<file path="src/rtl/memcard_if.sv">
// CPU-side request/response bus of the memory card controller.
// The requester (address decoder / CPU) uses the master modport,
// the card controller uses the slave modport.
interface memcard_if;
   logic        REQ;
   logic        RW;
   logic        REG_SEL;
   logic [23:0] ADDR;
   logic [7:0]  WDATA;
   logic [7:0]  RDATA;
   logic        ACK;
   logic        ERR;
   logic        BUSY;

   modport master (
      output REQ, RW, REG_SEL, ADDR, WDATA,
      input  RDATA, ACK, ERR, BUSY
   );

   modport slave (
      input  REQ, RW, REG_SEL, ADDR, WDATA,
      output RDATA, ACK, ERR, BUSY
   );
endinterface

</file>
<file path="src/rtl/memcard_ctrl.sv">
// Host-side initiator for the 8-bit memory card slot.
// Converts single-cycle CPU requests into timed card bus cycles
// (SETUP -> ACCESS -> HOLD -> DONE), synchronises card-detect and
// write-protect, and rejects or aborts illegal accesses.
// All card-side outputs are registered from the next-state decode so the
// connector never sees combinational glitches, and the asynchronous reset
// releases every strobe immediately.
module memcard_ctrl #(
   parameter int SETUP_CYC  = 1,
   parameter int ACCESS_CYC = 3,
   parameter int HOLD_CYC   = 1
) (
   input  logic        CLK_24M,
   input  logic        nRESET,
   memcard_if.slave    bus,
   output logic        PRESENT,
   output logic        PROTECTED,
   output logic [23:0] CDA,
   output logic [7:0]  CDD_OUT,
   output logic        CDD_OE,
   input  logic [7:0]  CDD_IN,
   output logic        nCE,
   output logic        nOE,
   output logic        nWE,
   output logic        nREG,
   input  logic        nCD1,
   input  logic        nCD2,
   input  logic        nWP
);

   localparam int CNT_W = 8;

   typedef enum logic [2:0] {
      S_IDLE   = 3'd0,
      S_SETUP  = 3'd1,
      S_ACCESS = 3'd2,
      S_HOLD   = 3'd3,
      S_DONE   = 3'd4
   } state_t;

   state_t             r_state, w_state_nxt;
   logic [CNT_W-1:0]   r_cnt, w_cnt_nxt;
   logic               r_err, w_err_nxt;

   logic               r_cd1_s1, r_cd1_s2, r_cd2_s1, r_cd2_s2, r_wp_s1, r_wp_s2;
   logic               w_present, w_protected;

   logic               r_rw, r_reg_sel;
   logic [23:0]        r_addr;
   logic [7:0]         r_wdata;

   logic               w_take;
   logic               w_rw, w_reg_sel;
   logic [23:0]        w_addr;
   logic [7:0]         w_wdata;

   logic               w_win;
   logic               w_nce_nxt, w_noe_nxt, w_nwe_nxt, w_nreg_nxt, w_cdd_oe_nxt;
   logic [23:0]        w_cda_nxt;
   logic [7:0]         w_cdd_out_nxt;
   logic               w_ack_nxt, w_errout_nxt, w_busy_nxt;
   logic               w_capture;

   assign w_present   = ~(r_cd1_s2 | r_cd2_s2);
   assign w_protected = ~r_wp_s2;
   assign PRESENT     = w_present;
   assign PROTECTED   = w_protected;

   // Request fields are taken straight from the bus on the accepting edge,
   // otherwise from the latched copy, so the first bus cycle is already correct.
   assign w_take    = (r_state == S_IDLE) && bus.REQ;
   assign w_rw      = w_take ? bus.RW      : r_rw;
   assign w_reg_sel = w_take ? bus.REG_SEL : r_reg_sel;
   assign w_addr    = w_take ? bus.ADDR    : r_addr;
   assign w_wdata   = w_take ? bus.WDATA   : r_wdata;

   // Read data is sampled on the edge that ends the last ACCESS cycle, unless the card just vanished.
   assign w_capture = (r_state == S_ACCESS) && (r_cnt == '0) && r_rw && w_present;

   // Two-flop synchronisers; reset value means "card absent, not protected".
   always_ff @(posedge CLK_24M or negedge nRESET) begin
      if (!nRESET) begin
         r_cd1_s1 <= 1'b1;
         r_cd1_s2 <= 1'b1;
         r_cd2_s1 <= 1'b1;
         r_cd2_s2 <= 1'b1;
         r_wp_s1  <= 1'b1;
         r_wp_s2  <= 1'b1;
      end else begin
         r_cd1_s1 <= nCD1;
         r_cd1_s2 <= r_cd1_s1;
         r_cd2_s1 <= nCD2;
         r_cd2_s2 <= r_cd2_s1;
         r_wp_s1  <= nWP;
         r_wp_s2  <= r_wp_s1;
      end
   end

   // Latch the request fields when a request is accepted in IDLE.
   always_ff @(posedge CLK_24M) begin
      if (w_take) begin
         r_rw      <= bus.RW;
         r_reg_sel <= bus.REG_SEL;
         r_addr    <= bus.ADDR;
         r_wdata   <= bus.WDATA;
      end
   end

   // State register with phase counter and sticky error flag.
   always_ff @(posedge CLK_24M or negedge nRESET) begin
      if (!nRESET) begin
         r_state <= S_IDLE;
         r_cnt   <= '0;
         r_err   <= 1'b0;
      end else begin
         r_state <= w_state_nxt;
         r_cnt   <= w_cnt_nxt;
         r_err   <= w_err_nxt;
      end
   end

   // Next-state logic: phase sequencing, reject at acceptance, abort on card removal.
   always_comb begin
      w_state_nxt = r_state;
      w_cnt_nxt   = (r_cnt != '0) ? r_cnt - 1'b1 : '0;
      w_err_nxt   = r_err;
      case (r_state)
         S_IDLE: begin
            if (bus.REQ) begin
               if (!w_present || (!bus.RW && w_protected)) begin
                  w_state_nxt = S_DONE;
                  w_err_nxt   = 1'b1;
               end else begin
                  w_state_nxt = S_SETUP;
                  w_cnt_nxt   = CNT_W'(SETUP_CYC - 1);
                  w_err_nxt   = 1'b0;
               end
            end
         end
         S_SETUP: begin
            if (!w_present) begin
               w_state_nxt = S_HOLD;
               w_cnt_nxt   = CNT_W'(HOLD_CYC - 1);
               w_err_nxt   = 1'b1;
            end else if (r_cnt == '0) begin
               w_state_nxt = S_ACCESS;
               w_cnt_nxt   = CNT_W'(ACCESS_CYC - 1);
            end
         end
         S_ACCESS: begin
            if (!w_present) begin
               w_state_nxt = S_HOLD;
               w_cnt_nxt   = CNT_W'(HOLD_CYC - 1);
               w_err_nxt   = 1'b1;
            end else if (r_cnt == '0) begin
               w_state_nxt = S_HOLD;
               w_cnt_nxt   = CNT_W'(HOLD_CYC - 1);
            end
         end
         S_HOLD: begin
            if (r_cnt == '0) begin
               w_state_nxt = S_DONE;
            end
         end
         S_DONE: begin
            w_state_nxt = S_IDLE;
         end
         default: begin
            w_state_nxt = S_IDLE;
         end
      endcase
   end

   // Output decode for the coming cycle; strobes only inside the nCE window.
   always_comb begin
      w_win         = (w_state_nxt == S_SETUP) || (w_state_nxt == S_ACCESS) ||
                      (w_state_nxt == S_HOLD);
      w_nce_nxt     = ~w_win;
      w_nreg_nxt    = w_win ? ~w_reg_sel : 1'b1;
      w_noe_nxt     = ~((w_state_nxt == S_ACCESS) && w_rw);
      w_nwe_nxt     = ~((w_state_nxt == S_ACCESS) && !w_rw);
      w_cdd_oe_nxt  = w_win && !w_rw;
      w_cdd_out_nxt = (w_win && !w_rw) ? w_wdata : CDD_OUT;
      w_cda_nxt     = w_win ? w_addr : CDA;
      w_ack_nxt     = (w_state_nxt == S_DONE);
      w_errout_nxt  = (w_state_nxt == S_DONE) && w_err_nxt;
      w_busy_nxt    = (w_state_nxt != S_IDLE);
   end

   // Registered card strobes, buses and CPU handshake outputs.
   always_ff @(posedge CLK_24M or negedge nRESET) begin
      if (!nRESET) begin
         nCE      <= 1'b1;
         nOE      <= 1'b1;
         nWE      <= 1'b1;
         nREG     <= 1'b1;
         CDD_OE   <= 1'b0;
         CDD_OUT  <= '0;
         CDA      <= '0;
         bus.ACK  <= 1'b0;
         bus.ERR  <= 1'b0;
         bus.BUSY <= 1'b0;
      end else begin
         nCE      <= w_nce_nxt;
         nOE      <= w_noe_nxt;
         nWE      <= w_nwe_nxt;
         nREG     <= w_nreg_nxt;
         CDD_OE   <= w_cdd_oe_nxt;
         CDD_OUT  <= w_cdd_out_nxt;
         CDA      <= w_cda_nxt;
         bus.ACK  <= w_ack_nxt;
         bus.ERR  <= w_errout_nxt;
         bus.BUSY <= w_busy_nxt;
      end
   end

   // Read data register; holds its value across rejected and aborted accesses.
   always_ff @(posedge CLK_24M or negedge nRESET) begin
      if (!nRESET) begin
         bus.RDATA <= '0;
      end else if (w_capture) begin
         bus.RDATA <= CDD_IN;
      end
   end

endmodule
</file>
<file path="src/flat_wrapper.sv">
// flat-port wrapper written by rule: the top's interface ports become plain ports
module memcard_ctrl_flat 
#(
   parameter int SETUP_CYC  = 1,
   parameter int ACCESS_CYC = 3,
   parameter int HOLD_CYC   = 1
)
  (CLK_24M, nRESET, PRESENT, PROTECTED, CDA, CDD_OUT, CDD_OE, CDD_IN, nCE, nOE, nWE, nREG, nCD1, nCD2, nWP, bus_REQ, bus_RW, bus_REG_SEL, bus_ADDR, bus_WDATA, bus_RDATA, bus_ACK, bus_ERR, bus_BUSY);
  memcard_if bus_i ();
  input  logic CLK_24M;
  input  logic nRESET;
  output logic PRESENT;
  output logic PROTECTED;
  output logic [23:0] CDA;
  output logic [7:0] CDD_OUT;
  output logic CDD_OE;
  input  logic [7:0] CDD_IN;
  output logic nCE;
  output logic nOE;
  output logic nWE;
  output logic nREG;
  input  logic nCD1;
  input  logic nCD2;
  input  logic nWP;
  input wire logic [$bits(bus_i.REQ)-1:0] bus_REQ;
  input wire logic [$bits(bus_i.RW)-1:0] bus_RW;
  input wire logic [$bits(bus_i.REG_SEL)-1:0] bus_REG_SEL;
  input wire logic [$bits(bus_i.ADDR)-1:0] bus_ADDR;
  input wire logic [$bits(bus_i.WDATA)-1:0] bus_WDATA;
  output wire logic [$bits(bus_i.RDATA)-1:0] bus_RDATA;
  output wire logic [$bits(bus_i.ACK)-1:0] bus_ACK;
  output wire logic [$bits(bus_i.ERR)-1:0] bus_ERR;
  output wire logic [$bits(bus_i.BUSY)-1:0] bus_BUSY;
  assign bus_i.REQ = bus_REQ;
  assign bus_i.RW = bus_RW;
  assign bus_i.REG_SEL = bus_REG_SEL;
  assign bus_i.ADDR = bus_ADDR;
  assign bus_i.WDATA = bus_WDATA;
  assign bus_RDATA = bus_i.RDATA;
  assign bus_ACK = bus_i.ACK;
  assign bus_ERR = bus_i.ERR;
  assign bus_BUSY = bus_i.BUSY;
  memcard_ctrl #(.SETUP_CYC(SETUP_CYC), .ACCESS_CYC(ACCESS_CYC), .HOLD_CYC(HOLD_CYC)) u_core (.CLK_24M(CLK_24M), .nRESET(nRESET), .bus(bus_i), .PRESENT(PRESENT), .PROTECTED(PROTECTED), .CDA(CDA), .CDD_OUT(CDD_OUT), .CDD_OE(CDD_OE), .CDD_IN(CDD_IN), .nCE(nCE), .nOE(nOE), .nWE(nWE), .nREG(nREG), .nCD1(nCD1), .nCD2(nCD2), .nWP(nWP));
endmodule
</file>
<file path="config.mk">
export PLATFORM = sky130hd
export DESIGN_NAME = memcard_ctrl_flat
export DESIGN_NICKNAME = d
export VERILOG_FILES = /design/src/rtl/memcard_if.sv /design/src/rtl/memcard_ctrl.sv /design/src/flat_wrapper.sv
export SDC_FILE = /design/constraint.sdc
export NUM_CORES = 1
export LEC_CHECK = 0
export ABC_CLOCK_PERIOD_IN_PS = 2210
export CORE_MARGIN = 2
export CORE_UTILIZATION = 42
export CTS_BUF_LIST = sky130_fd_sc_hd__clkbuf_4 sky130_fd_sc_hd__clkbuf_8 sky130_fd_sc_hd__clkbuf_16
export DETAILED_ROUTE_END_ITERATION = 16
export GPL_ROUTABILITY_DRIVEN = 0
export PLACE_DENSITY = 0.73
export SLEW_MARGIN = 15
export SYNTH_ARGS = -nofsm -noshare
export SYNTH_HDL_FRONTEND = slang
export SYNTH_SLANG_ARGS = --single-unit
export TNS_END_PERCENT = 30
</file>
<file path="constraint.sdc">
create_clock -name CLK_24M -period 2.21 [get_ports CLK_24M]
set_input_delay 0.442 -clock CLK_24M [delete_from_list [all_inputs] [get_ports CLK_24M]]
set_output_delay 0.442 -clock CLK_24M [all_outputs]
set_load 0.1 [all_outputs]
</file>
==> impl_metrics.env, run 1 <==
export IMPL_track_usage=0.152
export IMPL_grt_pass1_wl_um=11700
export IMPL_clkTransAtPathRegs_ns=0.10
export IMPL_end_kind="flop"
export IMPL_drt_iter0_drc=93
export IMPL_postCtsSetupRepairBufs=0
export IMPL_clock_latency_ns=0.36
export IMPL_yosys_area_top_type="dfrtp_1"
export IMPL_antennaDiodeCount=0
export IMPL_cts_resized=0
export IMPL_r2r_cells=8
export IMPL_grt_max_degree=67
export IMPL_start_util=0.431
export IMPL_cts_buffer_depth=2
export IMPL_timing_hold_violations_final=0
export IMPL_syn_num_nets=307
export IMPL_grt_setup_unrepaired="no"
export IMPL_rrSetupSlack_ns=0.12
export IMPL_synth_edf_count=0
export IMPL_tightest_slew_ns=0.476
export IMPL_worst_path_most_repeated_cell="buf_4"
export IMPL_fin_skew_ns=0.0116
export IMPL_dieHeight_um=98.1
export IMPL_cp_cell_sequence="inv_1, ha_1, nor4b_1, buf_4, and3_1, nor4b_4, buf_4, mux2_2"
export IMPL_die_area_mm2=0.00963
export IMPL_cts_buffers=9
export IMPL_synth_top_area_frac=0.377
export IMPL_route_detailed_drc=0
export IMPL_yosysSeqAreaShare=0.630
export IMPL_final_common_cell="mux2_2"
export IMPL_setup_violations=0
export IMPL_grt_ovfl_total=0
export IMPL_wl_um=7120
export IMPL_arrival_ns=2.34
export IMPL_drv_slew=0
export IMPL_wl_per_cell_um=14.6
export IMPL_fmaxAchievable_mhz=478
export IMPL_postRouteAntennaNets=0
export IMPL_yosysWarnings=0
export IMPL_maxCapViolations=0
export IMPL_synth_cells=257
export IMPL_cts_sinks=100
export IMPL_vias_per_cell=4.82
export IMPL_die_w_um=98.1
export IMPL_mostFrequentLayoutCells="mux2_2, buf_4, dfrtp_1"
export IMPL_hold_class="in2async"
export IMPL_critPathKind="reg2reg"
export IMPL_worstPathRequired_ns=2.46
export IMPL_status="completed"
export IMPL_r2r_end="u_core.CDD_OUT[7]$_DFFE_PN0P_"
export IMPL_max_slew_margin=0.678
export IMPL_final_nets=423
export IMPL_period_needed_ns=2.09
export IMPL_cts_tree="done"
export IMPL_vias=2341
export IMPL_ys_top_cells_by_area="dfrtp_1, mux2_2, dfxtp_1, dfstp_2, nor2_1"
export IMPL_synth_cell_types=39
export IMPL_period_share=0.946
export IMPL_placementRows=34
export IMPL_antenna_found_initial=0
export IMPL_core_mm2=0.00864
export IMPL_pin_count=98
export IMPL_syn_area_mm2=0.00372
export IMPL_critPathMaxStageDelay_ns=0.39
export IMPL_portBuffers=97
export IMPL_rr_startpoint="u_core.r_cnt[0]$_DFF_PN0_"
export IMPL_synthFlopType="dfrtp_1"
export IMPL_slowest_stage="dfrtp_1"
export IMPL_start_kind="flop"
export IMPL_cts_root_buffer="clkbuf_8"
export IMPL_async_flop_share=0.660
export IMPL_ys_ff_latch=100
export IMPL_postCtsHoldBufs=0
export IMPL_grt_pass1_vias=2401
export IMPL_synth_avg_cell_area_um2=14.5
export IMPL_area_delta_synth_final_pct=34.8
export IMPL_path_max_fanout=6
export IMPL_drt_pass1_iter_count=4
export IMPL_cp_buffers_inverters=3
export IMPL_layout_drive_gt1_share=0.455
export IMPL_whs_ns=0.0743
export IMPL_post_dp_hpwl_um=4970
export IMPL_htree_levels=3
export IMPL_path_delay_family="simple AND/OR/NAND/NOR gates"
-- state kept, by name (all words and copies together), names as in the netlist, 3 cells and up --
| name | cells |
|---|---|
| u_core.r_state | 3 |
| u_core.r_wdata | 8 |
| u_core.CDD_OUT | 8 |
| u_core.r_cnt | 8 |
| u_core.CDA | 24 |
| u_core.bus.RDATA | 8 |
| u_core.r_addr | 24 |
-- metrics by stage --
step / setup TNS [ns] / instance area (um^2) / util / std cells / setup slack (ns)
after global routing: 0 / 5020 / 0.581 / 486 / 0.00477
after global placement: -3.16 / 4820 / 0.558 / 470 / -0.177
final: 0 / 5020 / 0.581 / 486 / 0.118
after CTS: 0 / 5020 / 0.581 / 486 / 0.109
after detailed placement: -4.21 / 4820 / 0.558 / 470 / -0.227
after floorplan: -0.326 / 3720 / - / 257 / -0.0407
-- worst max path at each step --
stage | start | to | slack, ns | depth (start not counted)
after floorplan | u_core.r_state[2]$_DFF_PN0_ | u_core.CDD_OUT[0]$_DFFE_PN0P_ | -0.04 | 5
after global placement | bus_REQ | u_core.CDD_OUT[1]$_DFFE_PN0P_ | -0.18 | 6
after detailed placement | bus_REQ | u_core.CDD_OUT[7]$_DFFE_PN0P_ | -0.23 | 6
after CTS | u_core.r_cnt[0]$_DFF_PN0_ | u_core.CDD_OUT[7]$_DFFE_PN0P_ | 0.11 | 8
after global routing | u_core.r_cnt[0]$_DFF_PN0_ | u_core.CDD_OUT[1]$_DFFE_PN0P_ | 0.005 | 8
final | u_core.r_cnt[0]$_DFF_PN0_ | u_core.CDD_OUT[7]$_DFFE_PN0P_ | 0.12 | 8
-- cell families (layout without fill, tap and decap cells) --
kind of cell / count (synthesis) / in the layout / share of synthesized area
compound gates: 20 / 20 / 0.0340
flops: 100 / 100 / 0.630
simple gates: 40 / 40 / 0.0696
mux: 74 / 74 / 0.225
xor+xnor: 5 / 5 / 0.0118
fa+ha+maj: 2 / 2 / 0.00673
buf+inv: 16 / 137 / 0.0225
-- per-layer routing --
metal	vias to the layer above	wire, um	global-route usage
li1	1131	-	-
met1	1131	3060	0.183
met2	71	3490	0.256
met3	8	464	0.0451
met4	0	105	0.0598
met5	-	0	0
-- synth_stat cells (3+ instances only) --
cell     number
dfstp_2      10
xnor2_1       4
nand3_1       3
buf_4         5
a21oi_1       6
o21ai_0       4
mux2_2       73
dfrtp_1      56
nand2_1       3
inv_1         7
nor2_1       14
dfxtp_1      34
buf_2         4
-- cell type report --
cell class	instances	area [um^2]
Multi-Input combinational cell	141	1290
Sequential cell	100	2340
Tap cell	108	135
Clock buffer	11	139
Timing Repair Buffer	114	1020
Inverter	7	26.3
Clock inverter	5	61.3
Fill cell	706	3620
Power of run 1 is not shown: default switching activity piles up to over one toggle a cycle in this logic, so the estimate is an artifact.
==> run 2: changes to the inputs <==
--- a/config.mk
+++ b/config.mk
@@ -10,9 +10,9 @@
 export CORE_UTILIZATION = 42
 export CTS_BUF_LIST = sky130_fd_sc_hd__clkbuf_4 sky130_fd_sc_hd__clkbuf_8 sky130_fd_sc_hd__clkbuf_16
 export DETAILED_ROUTE_END_ITERATION = 16
+export DONT_BUFFER_PORTS = 1
 export GPL_ROUTABILITY_DRIVEN = 0
-export PLACE_DENSITY = 0.73
-export SLEW_MARGIN = 15
+export SLEW_MARGIN = 25
 export SYNTH_ARGS = -nofsm -noshare
 export SYNTH_HDL_FRONTEND = slang
 export SYNTH_SLANG_ARGS = --single-unit
==> run 2 against run 1 <==
Critical path type unchanged. Worst setup slack gained 0.039 ns. Sequential share of layout area is 8.9 points higher. Largest cell class unchanged. Non-clock buffer count fell by 97. Routed wire length shrank 10%.
==> impl_metrics.env, run 2 (synthesis results as in run 1) <==
export IMPL_maxCapViolations=0
export IMPL_timing_critical_path_to="u_core.CDA[11]$_DFFE_PN0P_"
export IMPL_cp_startpoint="u_core.r_state[0]$_DFF_PN0_"
export IMPL_die_area_mm2=0.00963
export IMPL_htree_levels=3
export IMPL_rr_startpoint="u_core.r_state[0]$_DFF_PN0_"
export IMPL_critPathKind="reg2reg"
export IMPL_final_nets=326
export IMPL_clock_latency_ns=0.35
export IMPL_layout_drive_gt1_share=0.434
export IMPL_hold_class="in2reg"
export IMPL_postCtsSetupRepairBufs=0
export IMPL_fin_skew_ns=0.0103
export IMPL_worst_path_most_repeated_cell="mux2_2"
export IMPL_critPathMaxStageDelay_ns=0.49
export IMPL_top_regs="u_core.CDA: 24 flops, u_core.r_addr: 24 flops"
export IMPL_start_util=0.431
export IMPL_vias=1974
export IMPL_whs_ns=0.0887
export IMPL_drv_slew=0
export IMPL_route_detailed_drc=0
export IMPL_post_dp_hpwl_um=4350
export IMPL_drt_pass1_iter_count=4
export IMPL_cp_cell_sequence="nor4b_4, buf_4, mux2_2, mux2_2"
export IMPL_clkTransAtPathRegs_ns=0.09
export IMPL_arrival_ns=2.29
export IMPL_worstPathRequired_ns=2.45
export IMPL_wl_um=6410
export IMPL_drt_iter0_drc=48
export IMPL_cp_depth=4
export IMPL_cts_root_buffer="clkbuf_8"
export IMPL_cp_buffers_inverters=1
export IMPL_cts_buffers=9
export IMPL_core_mm2=0.00864
export IMPL_postRouteAntennaNets=0
export IMPL_grt_max_degree=67
export IMPL_start_kind="flop"
export IMPL_fmaxAchievable_mhz=487
export IMPL_max_slew_margin=0.389
export IMPL_rrSetupSlack_ns=0.16
export IMPL_setup_violations=0
export IMPL_mostFrequentLayoutCells="mux2_2, dfrtp_1, dfxtp_1"
export IMPL_period_share=0.929
export IMPL_final_common_cell="mux2_2"
export IMPL_placementRows=34
export IMPL_grt_setup_unrepaired="no"
export IMPL_antenna_found_initial=0
export IMPL_tightest_slew_ns=0.917
export IMPL_wl_per_cell_um=16.5
export IMPL_period_needed_ns=2.05
export IMPL_status="completed"
export IMPL_path_delay_family="multiplexers"
export IMPL_r2r_end="u_core.CDA[11]$_DFFE_PN0P_"
export IMPL_track_usage=0.143
export IMPL_slowest_stage="dfrtp_1"
export IMPL_path_max_fanout=35
export IMPL_antennaDiodeCount=0
export IMPL_r2r_cells=4
export IMPL_vias_per_cell=5.07
export IMPL_grt_pass1_wl_um=10700
export IMPL_timing_hold_violations_final=0
export IMPL_cts_tree="done"
export IMPL_area_delta_synth_final_pct=13.3
export IMPL_portBuffers=0
export IMPL_grt_ovfl_total=0
export IMPL_cts_sinks=100
export IMPL_grt_pass1_vias=2121
export IMPL_pin_count=98
export IMPL_end_kind="flop"
export IMPL_cts_buffer_depth=2
export IMPL_dieHeight_um=98.1
export IMPL_die_w_um=98.1
## run 2: routing by layer
metal | GRT usage | vias up | wire length, um
li1 | - | 942 | -
met1 | 0.177 | 984 | 2780
met2 | 0.229 | 46 | 3190
met3 | 0.0565 | 2 | 392
met4 | 0.0513 | 0 | 42
met5 | 0 | - | 0
## run 2: worst register-to-register path: stages, from the launching register on
cell and delay (ns):
dfrtp_1 0.49, nor4b_4 0.29, buf_4 0.48, mux2_2 0.42, mux2_2 0.26
## run 2: final cells by class
cell class | count | area [um^2]
clock inverter | 4 | 52.6
clock buffer | 12 | 170
sequential | 100 | 2340
tap | 108 | 135
timing repair buffer | 17 | 175
multi-input combinational | 141 | 1310
inverter | 7 | 26.3
fill | 777 | 4420
## run 2: worst min-delay path by stage
| stage | startpoint | to | cells past startpoint |
|---|---|---|---|
| 6_report | nWP | u_core.r_wp_s1$_DFF_PN1_ | 0 |
| 5_1_grt | nCD1 | u_core.r_cd1_s1$_DFF_PN1_ | 0 |
| 4_1_cts | nWP | u_core.r_wp_s1$_DFF_PN1_ | 0 |
| 3_5_place_dp | nRESET | u_core.CDA[20]$_DFFE_PN0P_ | 0 |
| 3_3_place_gp | nRESET | u_core.CDA[20]$_DFFE_PN0P_ | 0 |
| 2_1_floorplan | nRESET | u_core.CDA[0]$_DFFE_PN0P_ | 0 |
## run 2: metrics by stage
| stage | instances | setup TNS (ns) | cell area (um^2) | setup WS [ns] | utilization |
|---|---|---|---|---|---|
| floorplan | 257 | -0.326 | 3720 | -0.0407 | - |
| global placement | 371 | 0 | 3940 | 0.0569 | 0.456 |
| detailed placement | 371 | 0 | 3940 | 0.0455 | 0.456 |
| CTS | 389 | 0 | 4200 | 0.0291 | 0.486 |
| global route | 389 | 0 | 4210 | 0.0408 | 0.488 |
| finish | 389 | 0 | 4210 | 0.157 | 0.488 |
## run 2: what timing repair did
action	4_1_cts	5_1_grt
gates resized for setup	0	3
endpoints found under the setup margin	0	18
endpoints found under the hold margin	66	0
hold buffers	2	0
Power of run 2 is left out for the same reason.
